<file path="src/rtl/poly_alu_seq.sv">
// poly_alu_seq: initiator end of the polynomial ALU enable/valid interface.
// Streams cfg_len operand sets into the ALU and writes returned results to result RAM.
module poly_alu_seq #(
  parameter int DW  = 24,
  parameter int AW  = 8,
  parameter int MW  = 10,
  parameter int LAT = 5
) (
  input  logic          poly_clk,
  input  logic          poly_rst,
  input  logic          start,
  input  logic [MW-1:0] cfg_mode,
  input  logic [AW:0]   cfg_len,
  input  logic          hold,
  output logic          busy,
  output logic          done,
  output logic          err_spurious,
  output logic          rd_en,
  output logic [AW-1:0] rd_addr,
  input  logic [DW-1:0] rd_data0,
  input  logic [DW-1:0] rd_data1,
  input  logic [DW-1:0] rd_data2,
  input  logic [DW-1:0] rd_data3,
  output logic          alu_enable,
  output logic [MW-1:0] alu_mode,
  output logic [DW-1:0] alu_din0,
  output logic [DW-1:0] alu_din1,
  output logic [DW-1:0] alu_din2,
  output logic [DW-1:0] alu_din3,
  input  logic          alu_valid,
  input  logic [DW-1:0] alu_dout0,
  input  logic [DW-1:0] alu_dout1,
  output logic          wr_en,
  output logic [AW-1:0] wr_addr,
  output logic [DW-1:0] wr_data0,
  output logic [DW-1:0] wr_data1
);

  // state   | meaning
  // S_IDLE  | waiting for start
  // S_ISSUE | reading operands and issuing them to the ALU
  // S_DRAIN | all operands issued, collecting outstanding results
  // S_DONE  | one-cycle end-of-run pulse
  typedef enum logic [1:0] {
    S_IDLE  = 2'd0,
    S_ISSUE = 2'd1,
    S_DRAIN = 2'd2,
    S_DONE  = 2'd3
  } state_t;

  localparam int FW = $clog2(LAT + 2);
  localparam logic [FW-1:0] FLUSH_INIT = FW'(LAT + 1);

  state_t        state_q, state_d;
  logic [AW:0]   len_q;
  logic [AW:0]   issue_cnt;
  logic [AW:0]   cap_cnt;
  logic [MW-1:0] mode_q;
  logic [FW-1:0] flush_cnt;
  logic          err_q;
  logic          alu_enable_q;
  logic          wr_en_q;
  logic [AW-1:0] wr_addr_q;
  logic [DW-1:0] wr_data0_q, wr_data1_q;

  logic accept, issue_now, flushing, in_run, expecting, capture, spurious;

  always_comb begin
    accept    = (state_q == S_IDLE) && start;
    in_run    = (state_q == S_ISSUE) || (state_q == S_DRAIN);
    issue_now = (state_q == S_ISSUE) && (issue_cnt != len_q) && !hold;
    flushing  = (flush_cnt != '0);
    expecting = in_run && (cap_cnt != len_q);
    // results still in flight from before a reset are dropped silently
    capture   = alu_valid && !flushing && expecting;
    spurious  = alu_valid && !flushing && !expecting;
  end

  always_ff @(posedge poly_clk) begin
    if (poly_rst) state_q <= S_IDLE;
    else          state_q <= state_d;
  end

  always_comb begin
    state_d = state_q;
    case (state_q)
      S_IDLE:  if (start) state_d = (cfg_len == '0) ? S_DONE : S_ISSUE;
      S_ISSUE: if (issue_cnt == len_q) state_d = S_DRAIN;
      S_DRAIN: if (cap_cnt == len_q) state_d = S_DONE;
      S_DONE:  state_d = S_IDLE;
      default: state_d = S_IDLE;
    endcase
  end

  always_ff @(posedge poly_clk) begin
    if (poly_rst) begin
      len_q        <= '0;
      mode_q       <= '0;
      issue_cnt    <= '0;
      cap_cnt      <= '0;
      flush_cnt    <= FLUSH_INIT;
      err_q        <= 1'b0;
      alu_enable_q <= 1'b0;
      wr_en_q      <= 1'b0;
      wr_addr_q    <= '0;
      wr_data0_q   <= '0;
      wr_data1_q   <= '0;
    end else begin
      if (flushing) flush_cnt <= flush_cnt - 1'b1;
      alu_enable_q <= issue_now;
      wr_en_q      <= capture;
      if (accept) begin
        len_q     <= cfg_len;
        mode_q    <= cfg_mode;
        issue_cnt <= '0;
        cap_cnt   <= '0;
        err_q     <= 1'b0;
      end else begin
        if (spurious) err_q <= 1'b1;
        if (issue_now) issue_cnt <= issue_cnt + 1'b1;
        if (capture) begin
          cap_cnt    <= cap_cnt + 1'b1;
          wr_addr_q  <= cap_cnt[AW-1:0];
          wr_data0_q <= alu_dout0;
          wr_data1_q <= alu_dout1;
        end
      end
    end
  end

  assign busy         = in_run;
  assign done         = (state_q == S_DONE);
  assign err_spurious = err_q;
  assign rd_en        = issue_now;
  assign rd_addr      = issue_cnt[AW-1:0];
  assign alu_enable   = alu_enable_q;
  assign alu_mode     = mode_q;
  assign alu_din0     = rd_data0;
  assign alu_din1     = rd_data1;
  assign alu_din2     = rd_data2;
  assign alu_din3     = rd_data3;
  assign wr_en        = wr_en_q;
  assign wr_addr      = wr_addr_q;
  assign wr_data0     = wr_data0_q;
  assign wr_data1     = wr_data1_q;

endmodule

</file>
<file path="config.mk">
export PLATFORM = sky130hd
export DESIGN_NAME = poly_alu_seq
export DESIGN_NICKNAME = d
export VERILOG_FILES = /design/src/rtl/poly_alu_seq.sv
export SDC_FILE = /design/constraint.sdc
export NUM_CORES = 1
export LEC_CHECK = 0
export ABC_AREA = 1
export CAP_MARGIN = 25
export CORE_AREA = 2 2 137 139
export DETAILED_ROUTE_END_ITERATION = 10
export DIE_AREA = 0 0 139 141
export PLACE_DENSITY = 0.8
export SETUP_SLACK_MARGIN = 0.3
export SYNTH_ARGS = -nofsm -noshare
export SYNTH_HDL_FRONTEND = slang
export SYNTH_SLANG_ARGS = --single-unit
</file>
<file path="constraint.sdc">
create_clock -name poly_clk -period 3.8 [get_ports poly_clk]
set_clock_uncertainty 0.1 [all_clocks]
set_input_delay 0.57 -clock poly_clk [delete_from_list [all_inputs] [get_ports poly_clk]]
set_output_delay 0.57 -clock poly_clk [all_outputs]
set_load 0.05 [all_outputs]
</file>
==> results of run 1 <==
-- synthesized netlist by cell type --
cell type and count:
a21oi_1 27, buf_1 4, buf_2 9, buf_4 107, buf_6 6, clkbuf_1 10, clkinv_1 3, dfxtp_1 101
ha_1 9, inv_1 82, inv_2 2, nand2_1 161, nand2_2 1, nand3_1 21, nand3_2 1, nand4_1 14
nand4_2 1, nor2_1 156, nor2_2 1, nor3_1 1, o211ai_1 1, o21ai_0 21, or2_2 1, xnor2_1 20
xor2_1 9
-- registers in the layout (all words and copies together), names as in the netlist --
signal        count
wr_data1         24
alu_mode         10
len_q             9
wr_en             1
err_spurious      1
wr_data0         24
flush_cnt         3
alu_enable        1
issue_cnt         9
state_q           2
cap_cnt           9
wr_addr           8
-- worst min-delay path by stage --
stage,to,slack [ns]
2_1_floorplan,flush_cnt[0]$_SDFFE_PP0P_,0.32
3_3_place_gp,flush_cnt[0]$_SDFFE_PP0P_,0.34
3_5_place_dp,flush_cnt[0]$_SDFFE_PP0P_,0.34
4_1_cts,flush_cnt[0]$_SDFFE_PP0P_,0.36
5_1_grt,flush_cnt[0]$_SDFFE_PP0P_,0.39
6_report,flush_cnt[0]$_SDFFE_PP0P_,0.36
-- per-stage QoR --
step                hold slack [ns]  util [%]  setup WS (ns)  power, mW  cells
finish                        0.361      35.9          0.509       2.98   1041
global route                  0.395      35.9          0.346       3.16   1041
CTS                           0.360      35.9          0.513       3.02   1041
detailed placement            0.345      34.3          0.690       2.11   1025
global placement              0.336      34.3          0.690       2.09   1025
floorplan                     0.322         -           1.87       2.08    769
-- power by group --
group          switching [mW]  internal (mW)  leakage (nW)
logic                   0.547          0.316          1.98
registers              0.0714           1.15         0.819
clock network           0.443          0.457         0.136
total                    1.06           1.92          2.93
-- routing by layer --
layer / global-route usage (%) / part of all wire (%) / up-vias
met5: 0 / 0 / -
met2: 20.4 / 45 / 155
li1: - / - / 2274
met4: 7.18 / 3.6 / 0
met3: 5.26 / 8.9 / 49
met1: 16.1 / 43 / 1940
-- cells by family (layout without fill, tap and decap cells) --
| group | Yosys count | after routing |
|---|---|---|
| buf+inv | 223 | 261 |
| fa+ha+maj | 9 | 9 |
| compound gates | 49 | 49 |
| flops | 101 | 101 |
| xor+xnor | 29 | 29 |
| simple gates | 358 | 358 |
-- worst register-to-register path: stages, from the launching register on --
cell and delay (ns):
dfxtp_1 0.33, inv_1 0.08, ha_1 0.15, inv_1 0.05, nor2_2 0.13, inv_1 0.08, nor2_1 0.10, buf_4 0.20
nand4_4 0.46, buf_4 0.43, nor2_1 0.15, nor2_1 0.06
-- cell type report --
| type | instances | area [um2] |
|---|---|---|
| repair buffers | 158 | 1580 |
| clock buffers | 10 | 229 |
| fillers | 1916 | 11700 |
| multi-input cells | 445 | 2050 |
| inverters | 87 | 327 |
| well taps | 234 | 293 |
| clock inverters | 6 | 53.8 |
| flip-flops and latches | 101 | 2020 |
==> run summary, run 1 <==
Sorting the synthesized cells by area gives the leading types as dfxtp_1 (38%), buf_4 (15%), nand2_1 (11%). The mean instance size in the synthesized netlist came out at approximately 7 um2. The initial standard-cell utilization of the core came out at 29.3%. The area fraction in compound gates after synthesis came out at under 10%. The power per unit of standard cell area came out at 455 mW/mm2. The worst setup path is of the reg -> out kind. In this run the core area contains 50 standard-cell rows. The routed layout has 4418 vias. The worst hold path belongs to the class reg -> reg.

The minimum setup slack among reg-to-reg paths came out at around 1.4 ns. The cell count after synthesis came out at 769. The static leakage came out at 2.93 nW.

The hold buffer count at CTS came out at 0. The estimated wirelength of the detail-placed design came out at 9.51 mm. The buffers inserted during post-CTS setup optimization is 0. The total iterations of the first detailed-routing run is 4. In this run the worst setup path begins at issue_cnt[6]$_SDFFE_PP0P_. The count of synthesis-stage warnings from yosys is 0. The critical path's largest stage delay is between 0.8 and 0.9 ns. The layout overhead on the synthesized area came out at 22.2%. The share of the clock period used by the worst path is 86.6%. The multiplexer fraction of the synthesized cell area came out at 0%. The max-slew violation total from the final report was 0. Counting along the longest clock path gives a buffer depth of 2. Clock tree synthesis selected as its root buffer the cell clkbuf_16. The post-route standard cell area excluding fillers came out at 0.00655 mm2.

The final period demand of the worst path came out at 3.29 ns. On the critical path the largest part of the delay comes from buffers and inverters. In this run, synthesis produced a sequential element count of 101. The wire length of the first global-routing pass is 21.1 mm. The worst-case vdd ir drop came out at between 200 and 300 uV. STA classifies the critical path endpoint as a primary output. The number of endpoints failing setup at the final stage came out at 0. The worst hold path begins at flush_cnt[0]$_SDFFE_PP0P_. The via count of the first global-routing pass was 4152. The count of buffering cells on the critical path with inverters included is 2. The synthesized netlist devotes 26.7% of its cell area to simple gates.

The total count of hold-check failures in the final report is 0. The number of distinct standard cells referenced by the synthesized netlist is 25. The worst register-to-register path begins at flush_cnt[0]$_SDFFE_PP0P_. The number of H-tree branching levels is 3. The number of antenna violations at the first check in global routing is 0. The net count after synthesis came out at 946. During I/O placement, the number of pins put on the boundary was 344. Walking the worst path, the cells encountered are xor2_1, nor2_1, nand3_2, nand3_1, inv_1, clkdlybuf4s50_1. The count of input and output buffers came out at 151. For this block, the initial DRC count from the detailed router was 205. Derived from the worst setup path, the maximum achievable clock frequency is around 300 MHz. The number of cells on the worst reg-to-reg path is 11. The clock sink count came out at 101.

The end point of the critical path is rd_en. The y dimension of the die is 141 um. Setup repair after global routing left no endpoint under its margin. The core area came out at 0.0183 mm2. By area, the combinational part of the netlist is dominated by simple AND/OR/NAND/NOR gates. The horizontal die dimension is 139 um. At the end of routability-driven placement, the weighted congestion stood at ~0.86.

The instance count along the most critical hold path is 1. The data arrival time of the worst path is between 2 and 3 ns. Gates resized during post-CTS repair numbered 0. The biggest fanout along the worst timing path is 11. The worst register-to-register path ends at wr_data1[2]$_SDFFE_PP0P_. The critical path crosses 6 cells after its start point.

The die area is 0.0196 mm2. Entering global routing, the biggest net connects between 50 and 60 pins. The antenna diode count is 0. The share of the synthesized netlist area taken by xor and xnor gates came out at roughly 4.7%. The max-cap check violation count came out at 0. dfxtp_1 takes more of the synthesized area than any other cell. After Yosys synthesis, full adders, half adders and majority gates account for 2.10% of the synthesized area.

The part of the Yosys area used for sequential elements is 37.7%. Dividing the detail-routed via count by the number of cells gives 4.24. The register clock-pin slew on the reported worst setup and hold paths came out at 0.07 ns. In this run the remaining antenna-violating nets after routing total 0.

The actual slew at the worst max-slew pin came out at 0.644 ns. The relative max-transition margin came out at 56.9%. The area fraction of the dominant cell type after synthesis came out at 37.7%. The post-synthesis cell area came out at 0.00536 mm2. In the routed design, unresolved DRC markers number 0. The final-layout setup total negative slack came out at 0 ns. Counting the buffers created by CTS gives 9.

The final layout net count came out at 979. The all-layer global routing usage came out at between 10% and 20%. At the later pin of the worst-skew pair, clock insertion delay measures between 0.3 and 0.4 ns. The slowest library cell on the worst path is clkdlybuf4s50_1. The instance area at placement is approximately 0.0063 mm2. The run finished with clean final reports. The library cells used most frequently in the layout, excluding fill and tap cells, are nand2_1 (161), nor2_1 (156), clkdlybuf4s50_1 (151), dfxtp_1 (101), inv_1 (82).

The share of cells above drive strength 1 is 3.59%. The final wirelength is 13.1 mm. The wire length per cell after detailed routing is 12.6 um. The endpoint required time on the critical path came out at 3.13 ns. For this run the aggregate overflow at the end of global routing stands at 0. The most common cell after layout, fill and taps aside is nand2_1. STA classifies the critical path startpoint as a register. TritonCTS built the clock tree.
Power figures use the tool's default switching activity.
==> run 2: changes to the inputs <==
--- a/config.mk
+++ b/config.mk
@@ -8,6 +8,7 @@
 export ABC_AREA = 1
 export CAP_MARGIN = 25
 export CORE_AREA = 2 2 137 139
+export CTS_CLUSTER_DIAMETER = 150
 export DETAILED_ROUTE_END_ITERATION = 10
 export DIE_AREA = 0 0 139 141
 export PLACE_DENSITY = 0.8
==> constraint.sdc (replaced) <==
create_clock -name poly_clk -period 3.1 [get_ports poly_clk]
set_clock_uncertainty 0.1 [all_clocks]
set_input_delay 0.465 -clock poly_clk [delete_from_list [all_inputs] [get_ports poly_clk]]
set_output_delay 0.465 -clock poly_clk [all_outputs]
set_load 0.05 [all_outputs]
==> run summary, run 2 (synthesis gave the netlist of run 1 again) <==
The share of the core filled with cells in the final layout is 36.2% (was 35.9%). The number of H-tree branching levels is 3 (unchanged). The met2 track demand over resource in global routing is 21.2% (was 20.4%).

The final-layout setup total negative slack came out at 0 ns (unchanged). The share of cells above drive strength 1 is 3.72% (was 3.59%). The via count of the first global-routing pass was 4272 (was 4152). The remaining antenna violation count came out at 0 (unchanged). The clock tree from TritonCTS is done (unchanged). The post-route standard cell area excluding fillers is 0.00662 mm2 (was 0.00655 mm2). The met1 track demand over resource in global routing came to 15.5% (was 16.1%). Outcome: finished clean (unchanged).

The most used routing layer is met2 (unchanged). The layout overhead on the synthesized area was 23.5% (was 22.2%). The relative max-transition margin is 56.7% (was 56.9%). The instance area at placement is 0.00629 mm2 (was 0.00627 mm2). The achievable frequency came out at ~430 MHz. The maximum clock path buffer count came out at 2 (unchanged). The static leakage came to 2.98 nW (was 2.93 nW).

The count of buffering cells on the critical path with inverters included is 2 (unchanged). The register clock-pin slew on the reported worst setup and hold paths came out at 0.07 ns (about the same). The worst path uses 75.0% of the clock period. The final non-filler cell total is 1041 (unchanged).

The remaining global-route overflow was 0 (unchanged). The biggest fanout along the worst timing path was 10 (was 11). The power per unit of standard cell area is 575 mW/mm2 (was 455 mW/mm2). The kind of cell with the highest combined delay on the critical path is simple AND/OR/NAND/NOR gates (was buffers and inverters). The total iterations of the first detailed-routing run is 4 (unchanged). The final layout net count came out at 979 (unchanged). The critical path's largest stage delay is 0.45 ns (was 0.82 ns).

The number of buffers created by CTS came out at 9 (unchanged). The all-layer global routing usage came out at 13.3% (about the same). The buffers inserted during post-CTS setup optimization came out at 0 (unchanged).

The final wirelength was 13.1 mm (about the same). The y dimension of the die was 141 um (unchanged). The post-detailed-route via-to-cell ratio was 4.19 (was 4.24). Cell chain of the critical path: xnor2_1, nand2_1, nor2_1, nand3_2, nand3_1, inv_1, buf_4 (was xor2_1, nor2_1, nand3_2, nand3_1, inv_1, clkdlybuf4s50_1). The DRC marker count from the first detailed-route iteration is 198 (was 205). The number of top-level design ports came out at 344 (unchanged). The site row count came out at 50 (unchanged). The max-cap check violation count is 0 (unchanged).

The final period demand of the worst path came out at ~2.3 ns. The most common cell after layout, fill and taps aside is nand2_1 (unchanged). The kind of end point of the critical path was a primary output (unchanged).

The wire length of the first global-routing pass is 20.9 mm (was 21.1 mm). The antenna diode count came to 0 (unchanged). The worst-case vdd ir drop is 479 uV (was 265 uV). The clock sink count came out at 101 (unchanged).

The global routing met3 resource utilization came to 4.96% (was 5.26%). The category of the most critical setup path is reg -> out (unchanged). The endpoint required time on the critical path is 2.53 ns (was 3.13 ns). The max-slew violation total from the final report is 0 (unchanged). Setup repair after global routing missed its margin: false (unchanged). The number of antenna violations at the first check in global routing came to 0 (unchanged).

The initial standard-cell utilization of the core came to 29.3% (unchanged). The count of input and output buffers is 151 (unchanged). The pin count of the biggest net entering global routing came out at 81 (was 54). The startpoint kind of the worst setup timing path is a register (unchanged). The type of the worst min-delay path is reg -> reg (unchanged). The die area came out at 0.0196 mm2 (unchanged). Commonest cells after routing, fill and taps aside: nand2_1 (161), nor2_1 (156), clkdlybuf4s50_1 (149), dfxtp_1 (101), inv_1 (82) (was nand2_1 (161), nor2_1 (156), clkdlybuf4s50_1 (151), dfxtp_1 (101), inv_1 (82)). The post-detailed-route DRC marker count is 0 (unchanged). The horizontal die dimension was 139 um (unchanged).

The number of resized instances in the post-cts repair step came out at 0 (unchanged). The hold buffer count at CTS came to 0 (unchanged). The wire length per cell after detailed routing is 12.6 um (about the same).

The number of placed instances, taps included is 1025 (unchanged). The clock tree root buffer cell was clkbuf_16 (unchanged). The core area came out at 0.0183 mm2 (unchanged). The actual slew at the worst max-slew pin came out at 0.647 ns (was 0.644 ns).

The clock insertion delay at the later pin of the skew report was 0.35 ns (about the same). The estimated wirelength of the detail-placed design is 9.37 mm (was 9.51 mm). The routed via count came to 4357 (was 4418).

The final-layout worst hold slack is 0.360 ns (was 0.361 ns). The total count of hold-check failures in the final report came out at 0 (unchanged). The last weighted congestion value of the routability-driven placer was 0.770 (was 0.857).

The data arrival time of the worst path is 1.76 ns (was 2.62 ns). The number of endpoints failing setup at the final stage is 0 (unchanged). The slowest library cell on the worst path was dfxtp_1 (was clkdlybuf4s50_1).
[run 2: layout make-up]
type,count,area [um2]
clock buffer,11,243
sequential,101,2020
fill,1888,11600
tap,234,293
multi-input combinational,445,2050
timing repair buffer,158,1600
clock inverter,5,82.6
inverter,87,327
[run 2: final timing paths]
check	startpoint	endpoint	slack, ns	cells past startpoint
min reg2reg	flush_cnt[0]$_SDFFE_PP0P_	flush_cnt[0]$_SDFFE_PP0P_	0.36	1
max reg2reg	flush_cnt[0]$_SDFFE_PP0P_	wr_data1[1]$_SDFFE_PP0P_	1.03	10
max	issue_cnt[0]$_SDFFE_PP0P_	rd_en	0.77	7
min	flush_cnt[0]$_SDFFE_PP0P_	flush_cnt[0]$_SDFFE_PP0P_	0.36	1
[run 2: layer usage]
| layer | routed length [um] | vias to the layer above |
|---|---|---|
| li1 | - | 2274 |
| met1 | 5600 | 1882 |
| met2 | 5950 | 157 |
| met3 | 1110 | 44 |
| met4 | 414 | 0 |
| met5 | 0 | - |
[run 2: metrics by stage]
| step | setup slack [ns] | total power [mW] |
|---|---|---|
| 2_1_floorplan | 1.18 | 2.55 |
| 3_3_place_gp | 0.794 | 2.58 |
| 3_5_place_dp | 0.780 | 2.59 |
| 4_1_cts | 0.385 | 3.87 |
| 5_1_grt | 0.582 | 4.02 |
| 6_report | 0.775 | 3.81 |
[run 2: power breakdown]
part,switching (mW),internal (mW),leakage (nW),total [mW]
combinational,0.671,0.392,2.00,1.06
sequential,0.0888,1.40,0.819,1.49
clock,0.518,0.734,0.160,1.25
total,1.28,2.53,2.98,3.81
==> run 3: changes to the inputs <==
--- a/config.mk
+++ b/config.mk
@@ -11,7 +11,7 @@
 export CTS_CLUSTER_DIAMETER = 150
 export DETAILED_ROUTE_END_ITERATION = 10
 export DIE_AREA = 0 0 139 141
-export PLACE_DENSITY = 0.8
+export PLACE_DENSITY = 0.82
 export SETUP_SLACK_MARGIN = 0.3
 export SYNTH_ARGS = -nofsm -noshare
 export SYNTH_HDL_FRONTEND = slang
==> constraint.sdc (replaced) <==
create_clock -name poly_clk -period 2 [get_ports poly_clk]
set_clock_uncertainty 0.1 [all_clocks]
set_input_delay 0.3 -clock poly_clk [delete_from_list [all_inputs] [get_ports poly_clk]]
set_output_delay 0.3 -clock poly_clk [all_outputs]
set_load 0.05 [all_outputs]
==> run summary, run 3 (synthesis gave the netlist of run 1 again) <==
The power spent charging and discharging nets came to 2.31 mW (was 1.28 mW). The count of input and output buffers is 151 (unchanged). The static leakage is 3.79 nW (was 2.98 nW). Setup repair after global routing missed its margin: true (was false). The actual slew at the worst max-slew pin is 0.525 ns (was 0.647 ns). The routed via count is 4953 (was 4357). The clock insertion delay at the later pin of the skew report is 0.36 ns (was 0.35 ns). The last weighted congestion value of the routability-driven placer is 0.831 (was 0.770). The final period demand of the worst path came out at 1.95 ns. Commonest cells after routing, fill and taps aside: nand2_1 (116), nor2_1 (113), dfxtp_1 (78), inv_1 (72), clkdlybuf4s50_1 (71) (was nand2_1 (161), nor2_1 (156), clkdlybuf4s50_1 (149), dfxtp_1 (101), inv_1 (82)). The via count of the first global-routing pass is 4708 (was 4272). The layout overhead on the synthesized area is 49.1% (was 23.5%). The switching share of power came to 36.7% (was 33.6%). The most common cell after layout, fill and taps aside is nand2_1 (unchanged). Based on the critical path, the design can be clocked at up to 513 MHz. The biggest fanout along the worst timing path is 5 (was 10). The number of top-level design ports came out at 344 (unchanged). The share of cells above drive strength 1 is 29.8% (was 3.72%).

The startpoint kind of the worst setup timing path is a register (unchanged). The data arrival time of the worst path came to 1.55 ns (was 1.76 ns). The final-layout worst hold slack is 0.350 ns (was 0.360 ns). The site row count came out at 50 (unchanged). The antenna diode count was 0 (unchanged). The clock tree from TritonCTS is done (unchanged).

The total iterations of the first detailed-routing run came out at 4 (unchanged). The maximum clock path buffer count is 2 (unchanged). The endpoint of the worst hold path is flush_cnt[0]$_SDFFE_PP0P_ (unchanged). The DRC marker count from the first detailed-route iteration is 165 (was 198). The clock tree root buffer cell is clkbuf_16 (unchanged). The post-detailed-route via-to-cell ratio is 4.45 (was 4.19). The endpoint required time on the critical path is 1.60 ns (was 2.53 ns). The horizontal die dimension is 139 um (unchanged).

The launch point of the worst reg-to-reg path is flush_cnt[0]$_SDFFE_PP0P_ (unchanged). The max-cap check violation count came out at 0 (unchanged). The launch instance of the worst min-delay path was flush_cnt[0]$_SDFFE_PP0P_ (unchanged). The clock share of power is 27.7% (was 32.9%).

The final-layout setup total negative slack is 0 ns (unchanged). The final wirelength came to 16.3 mm (was 13.1 mm). The share of the clock period used by the worst path came out at 97.4%. The total count of hold-check failures in the final report was 0 (unchanged). The number of endpoints failing setup at the final stage came out at 0 (unchanged). The estimated wirelength of the detail-placed design came to 10.4 mm (was 9.37 mm). The all-layer global routing usage is 15.5% (was 13.3%). The power per unit of standard cell area came out at 786 mW/mm2 (was 575 mW/mm2). Outcome: finished clean (unchanged). The design internal power came out at 3.98 mW (was 2.53 mW).

The die area came out at 0.0196 mm2 (unchanged). The slowest library cell on the worst path is dfxtp_4 (was dfxtp_1). The worst reg-to-reg path cell count came out at 14 (was 10). The capture point of the worst reg-to-reg path was wr_data1[15]$_SDFFE_PP0P_ (was wr_data1[1]$_SDFFE_PP0P_). The overall power of the completed layout is 6.28 mW (was 3.81 mW). The instance count along the most critical hold path came out at 1 (unchanged). The final layout net count is 1050 (was 979). The category of the most critical setup path is reg -> out (unchanged). The number of buffers created by CTS came to 9 (unchanged). The remaining antenna violation count was 0 (unchanged).

Cell chain of the critical path: xnor2_2, nand2_1, nor2_2, nand3_2, nand3_2, inv_2, buf_12 (was xnor2_1, nand2_1, nor2_1, nand3_2, nand3_1, inv_1, buf_4). The number of antenna violations at the first check in global routing is 0 (unchanged). The share of total power in sequential cells is 37.4% (was 39.2%). The max-slew violation total from the final report came to 0 (unchanged).

The number of H-tree branching levels came to 3 (unchanged). The type of the worst min-delay path is reg -> reg (unchanged). The worst-case vdd ir drop was 621 uV (was 479 uV). The kind of end point of the critical path is a primary output (unchanged). The remaining global-route overflow is 0 (unchanged). The wire length per cell after detailed routing was 14.7 um (was 12.6 um). The y dimension of the die is 141 um (unchanged). The number of fill cells is 1762 (was 1888). The relative max-transition margin is 65.1% (was 56.7%). The register clock-pin slew on the reported worst setup and hold paths is 0.08 ns (was 0.07 ns).

The initial standard-cell utilization of the core came out at 29.3% (unchanged). The clock sink count is 101 (unchanged). The post-detailed-route DRC marker count came to 0 (unchanged). By instance count, the cell type seen most on the critical path is nand3_2. The minimum setup slack among reg-to-reg paths is 0.10 ns (was 1.03 ns). The critical path's largest stage delay was 0.38 ns (was 0.45 ns).

The core area is 0.0183 mm2 (unchanged). The wire length of the first global-routing pass is 24.3 mm (was 20.9 mm). The combinational share of power is 34.9% (was 27.9%). The pin count of the biggest net entering global routing is 56 (was 81).
run 3: changes by cell type in the layout (fill, tap and decap cells not counted), moves of 13 or more:
cell | before | now
nor2_1 | 156 | 113
clkdlybuf4s50_1 | 149 | 71
nand2_1 | 161 | 116
buf_4 | 5 | 66
dlygate4sd2_1 | 0 | 50
buf_16 | 0 | 15
nand2_4 | 0 | 16
dfxtp_2 | 0 | 13
dfxtp_1 | 101 | 78
nor2_2 | 1 | 34
nand2_2 | 1 | 30
run 3: cell type report:
class / count / area [um2] / area share (%)
multi-input combinational: 446 / 2510 / 31.4
timing repair buffer: 228 / 2490 / 31.2
sequential: 101 / 2080 / 26.0
inverter: 87 / 343 / 4.29
tap: 234 / 293 / 3.66
clock buffer: 9 / 225 / 2.82
clock inverter: 7 / 60.1 / 0.751
run 3: per-layer routing:
metal	part of all wire (%)	vias up	track usage (%)
li1	-	2444	-
met1	40	2253	18.2
met2	46	184	24.8
met3	8.1	72	5.30
met4	5.4	0	8.98
met5	0	-	0
run 3: worst max path at each step:
stage,start,to,slack (ns),cells after the start
2_1_floorplan,state_q[1]$_SDFFE_PP0P_,rd_en,0.29,5
3_3_place_gp,alu_valid,wr_data0[10]$_SDFFE_PP0P_,-0.05,7
3_5_place_dp,alu_valid,wr_data1[15]$_SDFFE_PP0P_,-0.06,8
4_1_cts,flush_cnt[1]$_SDFFE_PP1P_,wr_addr[1]$_SDFFE_PP0P_,0.06,13
5_1_grt,issue_cnt[1]$_SDFFE_PP0P_,rd_en,-0.007,7
6_report,issue_cnt[1]$_SDFFE_PP0P_,rd_en,0.05,7
run 3: what timing repair did:
action,4_1_cts,5_1_grt
hold buffers,0,0
buffers inserted,22,15
pin swaps,16,36
gates resized for setup,144,115
endpoints found under the setup margin,145,72
gates cloned,14,2
run 3: power by group through the flow:
stage                     logic [mW]  clock network [mW]  registers (mW)
after floorplan                 1.37                   0            2.61
after global placement          1.78                   0            2.35
after detailed placement        1.81                   0            2.36
after CTS                       2.00                1.81            2.33
after global routing            2.34                1.88            2.37
final                           2.20                1.74            2.35
run 3: per-stage QoR:
step	instance area (um2)	util (%)	std cells	setup WS, ns
floorplan	5370	-	769	0.292
global placement	6410	35.1	1043	-0.0539
detailed placement	6410	35.1	1043	-0.0605
CTS	7450	40.8	1095	0.0640
global route	7990	43.8	1112	-0.00695
finish	7990	43.8	1112	0.0524
run 3: critical path: cells and delay by family (launching register included):
| family | cells | cell delay, ns |
|---|---|---|
| xor gates and xnor gates | 1 | 0.18 |
| buffers and inverters | 2 | 0.20 |
| DFF | 1 | 0.38 |
| and+or+nand+nor | 4 | 0.42 |
